### src/rtl/cu_sequencer_if.sv
// Instruction-fetch, issue and status bundle between cu_sequencer and its surroundings.
// master: the sequencer side. slave: the memory / execution-unit / controller side.
interface cu_sequencer_if #(
  parameter int unsigned ADDR_W = 4
);
  logic              start;
  logic              instr_rd_en;
  logic [ADDR_W-1:0] instr_addr;
  logic [15:0]       instr_data;
  logic [3:0]        opcode;
  logic [2:0]        dest_reg;
  logic [2:0]        opAAdr;
  logic [2:0]        opBAder;
  logic [3:0]        storeDataAdr;
  logic [3:0]        loadDataAdr;
  logic              busy;
  logic              done;
  logic [15:0]       retired_cnt;

  modport master (
    input  start, instr_data,
    output instr_rd_en, instr_addr, opcode, dest_reg, opAAdr, opBAder,
           storeDataAdr, loadDataAdr, busy, done, retired_cnt
  );

  modport slave (
    output start, instr_data,
    input  instr_rd_en, instr_addr, opcode, dest_reg, opAAdr, opBAder,
           storeDataAdr, loadDataAdr, busy, done, retired_cnt
  );
endinterface

### src/rtl/cu_sequencer.sv
// Control-unit sequencer: fetch/decode/exec/wb over a fixed-length program from address 0.
// Optional macro CU_RETIRE_CNT_EN enables the saturating retired-instruction counter.
module cu_sequencer #(
  parameter int unsigned ADDR_W   = 4,
  parameter int unsigned PROG_LEN = 16
) (
  input logic             clk,
  input logic             reset,
  cu_sequencer_if.master  bus
);

  localparam logic [ADDR_W-1:0] LAST_PC = ADDR_W'(PROG_LEN - 1);

  typedef enum logic [2:0] {
    IDLE   = 3'd0,
    FETCH  = 3'd1,
    DECODE = 3'd2,
    EXEC   = 3'd3,
    WB     = 3'd4,
    DONE   = 3'd5
  } state_t;

  state_t            state;
  logic [ADDR_W-1:0] pc;
  logic              instr_rd_en;
  logic [3:0]        opcode;
  logic [2:0]        dest_reg;
  logic [2:0]        op_a_adr;
  logic [2:0]        op_b_adr;
  logic [3:0]        store_adr;
  logic [3:0]        load_adr;
  logic              busy;
  logic              done;

  logic [3:0] dec_opcode_c;
  logic [2:0] dec_dest_c;
  logic [2:0] dec_op_a_c;
  logic [2:0] dec_op_b_c;
  logic [3:0] dec_store_c;
  logic [3:0] dec_load_c;

  // Field extraction; anything a format does not use stays 0.
  always_comb begin
    dec_opcode_c = bus.instr_data[15:12];
    dec_dest_c   = 3'd0;
    dec_op_a_c   = 3'd0;
    dec_op_b_c   = 3'd0;
    dec_store_c  = 4'd0;
    dec_load_c   = 4'd0;
    case (bus.instr_data[15:12])
      4'b1110: begin
        dec_dest_c = bus.instr_data[11:9];
        dec_load_c = bus.instr_data[3:0];
      end
      4'b1111: begin
        dec_store_c = bus.instr_data[11:8];
        dec_op_a_c  = bus.instr_data[7:5];
      end
      default: begin
        dec_dest_c = bus.instr_data[11:9];
        dec_op_a_c = bus.instr_data[8:6];
        dec_op_b_c = bus.instr_data[5:3];
      end
    endcase
  end

  // Sequencer FSM; every output is updated alongside the state it belongs to.
  always_ff @(posedge clk) begin
    if (reset) begin
      state       <= IDLE;
      pc          <= '0;
      instr_rd_en <= 1'b0;
      opcode      <= 4'd0;
      dest_reg    <= 3'd0;
      op_a_adr    <= 3'd0;
      op_b_adr    <= 3'd0;
      store_adr   <= 4'd0;
      load_adr    <= 4'd0;
      busy        <= 1'b0;
      done        <= 1'b0;
    end else begin
      case (state)
        IDLE, DONE: begin
          if (bus.start) begin
            pc          <= '0;
            instr_rd_en <= 1'b1;
            busy        <= 1'b1;
            done        <= 1'b0;
            state       <= FETCH;
          end
        end
        FETCH: begin
          instr_rd_en <= 1'b0;
          state       <= DECODE;
        end
        DECODE: begin
          opcode    <= dec_opcode_c;
          dest_reg  <= dec_dest_c;
          op_a_adr  <= dec_op_a_c;
          op_b_adr  <= dec_op_b_c;
          store_adr <= dec_store_c;
          load_adr  <= dec_load_c;
          state     <= EXEC;
        end
        EXEC: begin
          state <= WB;
        end
        WB: begin
          if (pc == LAST_PC) begin
            busy  <= 1'b0;
            done  <= 1'b1;
            state <= DONE;
          end else begin
            pc          <= pc + ADDR_W'(1);
            instr_rd_en <= 1'b1;
            state       <= FETCH;
          end
        end
        default: begin
          state <= IDLE;
        end
      endcase
    end
  end

`ifdef CU_RETIRE_CNT_EN
  logic [15:0] retired_cnt;

  // Counts WB exits across runs; only reset clears it.
  always_ff @(posedge clk) begin
    if (reset) begin
      retired_cnt <= 16'd0;
    end else if (state == WB && retired_cnt != 16'hFFFF) begin
      retired_cnt <= retired_cnt + 16'd1;
    end
  end

  assign bus.retired_cnt = retired_cnt;
`else
  assign bus.retired_cnt = 16'd0;
`endif

  assign bus.instr_rd_en  = instr_rd_en;
  assign bus.instr_addr   = pc;
  assign bus.opcode       = opcode;
  assign bus.dest_reg     = dest_reg;
  assign bus.opAAdr       = op_a_adr;
  assign bus.opBAder      = op_b_adr;
  assign bus.storeDataAdr = store_adr;
  assign bus.loadDataAdr  = load_adr;
  assign bus.busy         = busy;
  assign bus.done         = done;

endmodule

### src/flat_wrapper.sv
// flat-port wrapper written by rule: the top's interface ports become plain ports
module cu_sequencer_flat 
#(
  parameter int unsigned ADDR_W   = 4,
  parameter int unsigned PROG_LEN = 16
)
  (clk, reset, bus_start, bus_instr_data, bus_instr_rd_en, bus_instr_addr, bus_opcode, bus_dest_reg, bus_opAAdr, bus_opBAder, bus_storeDataAdr, bus_loadDataAdr, bus_busy, bus_done, bus_retired_cnt);
  cu_sequencer_if #(.ADDR_W(ADDR_W)) bus_i ();
  input logic clk;
  input logic reset;
  input wire logic [$bits(bus_i.start)-1:0] bus_start;
  input wire logic [$bits(bus_i.instr_data)-1:0] bus_instr_data;
  output wire logic [$bits(bus_i.instr_rd_en)-1:0] bus_instr_rd_en;
  output wire logic [$bits(bus_i.instr_addr)-1:0] bus_instr_addr;
  output wire logic [$bits(bus_i.opcode)-1:0] bus_opcode;
  output wire logic [$bits(bus_i.dest_reg)-1:0] bus_dest_reg;
  output wire logic [$bits(bus_i.opAAdr)-1:0] bus_opAAdr;
  output wire logic [$bits(bus_i.opBAder)-1:0] bus_opBAder;
  output wire logic [$bits(bus_i.storeDataAdr)-1:0] bus_storeDataAdr;
  output wire logic [$bits(bus_i.loadDataAdr)-1:0] bus_loadDataAdr;
  output wire logic [$bits(bus_i.busy)-1:0] bus_busy;
  output wire logic [$bits(bus_i.done)-1:0] bus_done;
  output wire logic [$bits(bus_i.retired_cnt)-1:0] bus_retired_cnt;
  assign bus_i.start = bus_start;
  assign bus_i.instr_data = bus_instr_data;
  assign bus_instr_rd_en = bus_i.instr_rd_en;
  assign bus_instr_addr = bus_i.instr_addr;
  assign bus_opcode = bus_i.opcode;
  assign bus_dest_reg = bus_i.dest_reg;
  assign bus_opAAdr = bus_i.opAAdr;
  assign bus_opBAder = bus_i.opBAder;
  assign bus_storeDataAdr = bus_i.storeDataAdr;
  assign bus_loadDataAdr = bus_i.loadDataAdr;
  assign bus_busy = bus_i.busy;
  assign bus_done = bus_i.done;
  assign bus_retired_cnt = bus_i.retired_cnt;
  cu_sequencer #(.ADDR_W(ADDR_W), .PROG_LEN(PROG_LEN)) u_core (.clk(clk), .reset(reset), .bus(bus_i));
endmodule
### config.mk
export PLATFORM = sky130hd
export DESIGN_NAME = cu_sequencer_flat
export DESIGN_NICKNAME = d
export VERILOG_FILES = /design/src/rtl/cu_sequencer_if.sv /design/src/rtl/cu_sequencer.sv /design/src/flat_wrapper.sv
export SDC_FILE = /design/constraint.sdc
export NUM_CORES = 1
export LEC_CHECK = 0
export CAP_MARGIN = 20
export CORE_MARGIN = 2
export CORE_UTILIZATION = 37
export CTS_CLUSTER_SIZE = 14
export DETAILED_ROUTE_END_ITERATION = 10
export PLACE_DENSITY_LB_ADDON = 0.05
export SYNTH_ARGS = -nofsm -noshare
export SYNTH_HDL_FRONTEND = slang
export SYNTH_SLANG_ARGS = --single-unit
### constraint.sdc
create_clock -name clk -period 1.4 [get_ports clk]
set_clock_uncertainty 0.05 [all_clocks]
set_input_delay 0.14 -clock clk [delete_from_list [all_inputs] [get_ports clk]]
set_output_delay 0.14 -clock clk [all_outputs]
set_load 0.02 [all_outputs]
* Word-level counts from Yosys, hierarchy flattened
Cells that the tools add are included.
Word-level totals: register bits after elaboration 31, input bits 19, logic and storage cells 50
Cells by class: $add $sub $neg 1, reduce and logical (&&, ||, !) cells 8, mux-type cells 19, equal/unequal tests 11
Operator list (count):
- two-way mux 4 bit | 4
- case mux 3 bit (5 select lines) | 1
- equality test 4 bit, second input constant | 3
- two-way mux 3 bit | 4
- AND reduction 3 bit | 3
- case mux 4 bit (2 select lines) | 1
- equality test 3 x 2 -> 1 bit, second input constant | 2
- equality test 3 bit, second input constant | 2
- case mux 3 bit (2 select lines) | 1
- two-way mux 1 bit | 5
- adder 4 x 1 -> 4 bit, second input constant | 1
- != test 2 bit, second input constant | 2
- case mux 1 bit (2 select lines) | 2
- OR reduction 2 bit | 2
- equality test 3 x 1 -> 1 bit, second input constant | 1
- logical NOT 3 bit | 1
- case mux 1 bit (3 select lines) | 1
- nonzero test 3 bit | 1
- != test 2 x 1 -> 1 bit, second input constant | 1
- nonzero test 2 bit | 1

* Depth between registers and ports, before layout
depth in word-level cells 4, gate-level depth with buffers 6

* Least setup slack after synthesis
OpenSTA, ideal clock, no wires.
kind register to register, start register u_core.pc[0], in the netlist u_core.bus.instr_addr[0], end register u_core.pc[1], in the netlist u_core.bus.instr_addr[1], slack -95 ps, period minus slack after synthesis 1495 ps, data arrival time 1311 ps, required time 1216 ps, stages on the path, launching flop included 5, buffers on the path 0, path through dfxtp_1 ha_1 and3_1 a221oi_1 o21ai_0
On the way: word-level cells in the longest chain between the ends 3
Ends and longest elaborated chain:
- from (decl) | line cu_sequencer.sv:24 | logic [ADDR_W-1:0] pc;
- from (signal assigned) | line cu_sequencer.sv:114 | pc <= pc + ADDR_W'(1);
- adder 4 x 1 -> 4 bit / equality test 4 bit (equally long branches) | line cu_sequencer.sv:114, cu_sequencer.sv:109
- two-way mux 4 bit / != test 2 bit (equally long branches)
- case mux 4 bit (2 select lines) / AND reduction 3 bit (equally long branches)
Parallel ways exist; a longest one is shown, timed or not. The select of a mux whose other input is x is not followed. A chain may end at the register's enable or synchronous reset.

* Final worst setup path
start register u_core.pc[0], in the netlist u_core.bus.instr_addr[0], end register u_core.pc[0], in the netlist u_core.bus.instr_addr[0]
The elaborated chain is that of the path after synthesis.

==> results.py <==
metrics = {
    "run_status": {
        "status": "finished, final reports clean",
    },
    "hold_path": {
        "min_from": "bus_instr_data[1]",
        "hold_class": "input port to flip-flop",
    },
    "global_route": {
        "met3_usage": 0.0698,
        "grt_pass1_vias": 1392,
        "grt_pass1_wl_um": 6040,
        "globalRouteTotalUtil": 0.184,
        "grt_max_degree": 25,
        "grt_use_met2": 0.341,
        "grt-ovfl-total": 0,
        "grt-busiest-layer": "met2",
        "met1_usage": 0.180,
        "antenna_found_initial": 0,
    },
    "critical_path": {
        "critPathRequiredTime_ns": 1.56,
        "rr_worst_depth": 4,
        "start_kind": "flip-flop",
        "reg2reg_setup_slack_ns": 0.01,
        "worstSetupStartpoint": "u_core.bus.instr_addr[0]$_SDFFE_PP0P_",
        "rr_endpoint": "u_core.bus.instr_addr[0]$_SDFFE_PP0P_",
        "crit_path_end": "u_core.bus.instr_addr[0]$_SDFFE_PP0P_",
        "critical_path_arrival_ns": 1.54,
        "crit-reg2reg-launch": "u_core.bus.instr_addr[0]$_SDFFE_PP0P_",
        "worstPathMaxFanout": 4,
        "crit_path_end_kind": "flip-flop",
        "crit_type": "flip-flop to flip-flop",
    },
    "drt": {
        "final_antenna_net_count": 0,
        "num_vias": 1417,
        "drc": 0,
        "drt-total-wl_um": 3720,
        "dr.pass1.iters": 4,
        "post_drt_wl_per_cell_um": 13.2,
        "drt_iter0_drc": 50,
        "vias_per_cell": 5.02,
    },
    "timing": {
        "post-route-min-period_ns": 1.39,
        "final-setup-viol-count": 0,
        "maxSlewViolCount": 0,
        "fin_crit_sh": 0.990,
        "hold_violations": 0,
        "fin_tns_setup_ns": 0,
        "clock.fmax_ghz": 0.721,
        "rsz0062_at_grt": "yes",
    },
    "pwr": {
        "clock_power_share": 0.352,
        "ir_worst_vdd_uv": 580,
        "power_switching_uw": 615,
        "p_int_uw": 1580,
        "switching_share": 0.281,
        "p_comb_frac": 0.207,
        "p_leak_uw": 0.000911,
        "power.share.sequential": 0.441,
        "powerDensity_nw_per_um2": 1050,
    },
    "clocking": {
        "post-cts-setup-buffers": 0,
        "insertion_delay_ns": 0.28,
        "numCtsBuffers": 5,
        "cts_buffer_depth": 2,
        "cts.sinks": 31,
        "cts-htree-levels": 2,
        "path_clk_slew_ns": 0.06,
        "tritoncts": "yes",
        "root_buffer": "clkbuf_8",
    },
    "logic_synthesis": {
        "syn-instance-count": 175,
        "synth_fa_ha_area_frac": 0.00867,
        "netlist_area_um2": 1440,
        "synth-xor-area-share": 0.00607,
        "synthSimpleGateAreaFrac": 0.242,
        "syn_avg_cell_area_um2": 8.24,
        "yosysWarnings": 0,
        "synthMuxAreaShare": 0,
        "yosysUniqueCellTypes": 36,
        "synth-async-reset-ratio": 0,
        "synth_ff_type": "dfxtp_1",
        "ys_seq_area_frac": 0.430,
        "ys_ff_latch": 31,
        "synth_edf_count": 0,
        "synth_top_family_by_area": "simple AND/OR/NAND/NOR gates",
        "synth_compound_area_frac": 0.186,
    },
    "finish": {
        "syn_to_final_growth_pct": 45.1,
        "fin_nets": 253,
        "drive_gt1_frac": 0.162,
        "diodes": 0,
        "stdcell_count": 282,
        "nFillCells": 379,
    },
    "place": {
        "io_buffers": 46,
        "dp_hpwl_um": 2710,
        "gp_congestion": 0.794,
        "placed_cells": 274,
    },
    "floorplan": {
        "die_w_um": 66.4,
        "rows": 22,
        "coreArea_um2": 3720,
        "die-area_um2": 4410,
        "start_util": 0.388,
        "die_y_um": 66.4,
        "io_pins": 63,
    },
    "job": {
        "drv_cap": 0,
    },
}
## synthesized netlist by cell type (2+ instances only)
library cell,number,area share
nand2_1,31,0.081
nor3b_2,2,0.017
nand4_1,2,0.0087
buf_2,5,0.017
o221a_2,3,0.023
nand3_1,20,0.069
o21a_1,2,0.010
a21oi_1,21,0.073
and3_1,3,0.013
clkbuf_1,4,0.010
a211oi_1,3,0.016
a31oi_1,4,0.017
dfxtp_1,31,0.43
o21ai_0,6,0.021
nor2_1,2,0.0052
buf_4,16,0.083
## worst max-delay path, stage by stage (launching register included)
cell and delay [ns]:
dfxtp_4 0.35, ha_4 0.16, and3_4 0.18, or4_1 0.47, o21ai_1 0.10
## logic make-up (layout without fill, tap and decap cells)
logic type,after synthesis,count (layout)
and+or+nand+nor,69,69
buffers and inverters,28,72
adders and majority gates,1,1
DFF,31,31
AOI/OAI and AO/OA,44,44
other,1,16
xor gates and xnor gates,1,1
## worst min path at each step
stage / end / slack, ns / cells past startpoint
after floorplan: u_core.bus.opcode[0]$_SDFFE_PP0N_ / 0.23 / 2
after global placement: u_core.bus.opBAder[2]$_SDFFE_PP0N_ / 0.39 / 2
after detailed placement: u_core.bus.dest_reg[1]$_SDFFE_PP0N_ / 0.40 / 2
after CTS: u_core.bus.loadDataAdr[1]$_SDFFE_PP0N_ / 0.38 / 3
after global routing: u_core.bus.loadDataAdr[0]$_SDFFE_PP0N_ / 0.39 / 3
final: u_core.bus.loadDataAdr[1]$_SDFFE_PP0N_ / 0.38 / 3
## layout by cell type (no fill, tap or decap), types with 6 or more instances in the layout
cell type        count
dlygate4sd2_1       28
nand3_1             20
a21oi_1             21
o21ai_0              6
buf_4               15
nand2_1             31
conb_1              16
dfxtp_1             26
clkdlybuf4s50_1     18
clkbuf_8             7
## power by group through the flow
| stage | Combinational (uW) | Clock, uW | Sequential, uW |
|---|---|---|---|
| 2_1_floorplan | 261 | 0 | 1030 |
| 3_3_place_gp | 473 | 0 | 984 |
| 3_5_place_dp | 478 | 0 | 986 |
| 4_1_cts | 452 | 797 | 967 |
| 5_1_grt | 495 | 831 | 972 |
| 6_report | 453 | 771 | 967 |
## metrics by stage
stage	worst slack, ns	utilization	power [uW]	instance area (um2)	hold slack [ns]
after floorplan	0.0204	-	1290	1530	0.226
after global placement	-0.117	0.539	1460	2000	0.391
after detailed placement	-0.117	0.539	1460	2000	0.397
after CTS	0.00956	0.560	2220	2080	0.378
after global routing	-0.0383	0.563	2300	2090	0.391
final	0.0136	0.563	2190	2090	0.384
## layout make-up
| class | count | area (um2) | share of cell area |
|---|---|---|---|
| inverter | 2 | 7.51 | 0.00359 |
| clock buffer | 8 | 100 | 0.0478 |
| tap | 48 | 60.1 | 0.0287 |
| timing repair buffer | 62 | 558 | 0.267 |
| multi-input combinational | 131 | 738 | 0.353 |
| sequential | 31 | 629 | 0.301 |
## timing repair
action                                  CTS  global route
pin swaps                                 0             1
gates resized for setup                  32             2
hold buffers                              0             0
endpoints found under the setup margin   29             5
## routing by layer
layer / wire length [um] / up-vias
met4: 55 / 0
li1: - / 702
met1: 1470 / 665
met2: 1950 / 44
met3: 247 / 6
met5: 0 / -
Power figures use the tool's default switching activity.
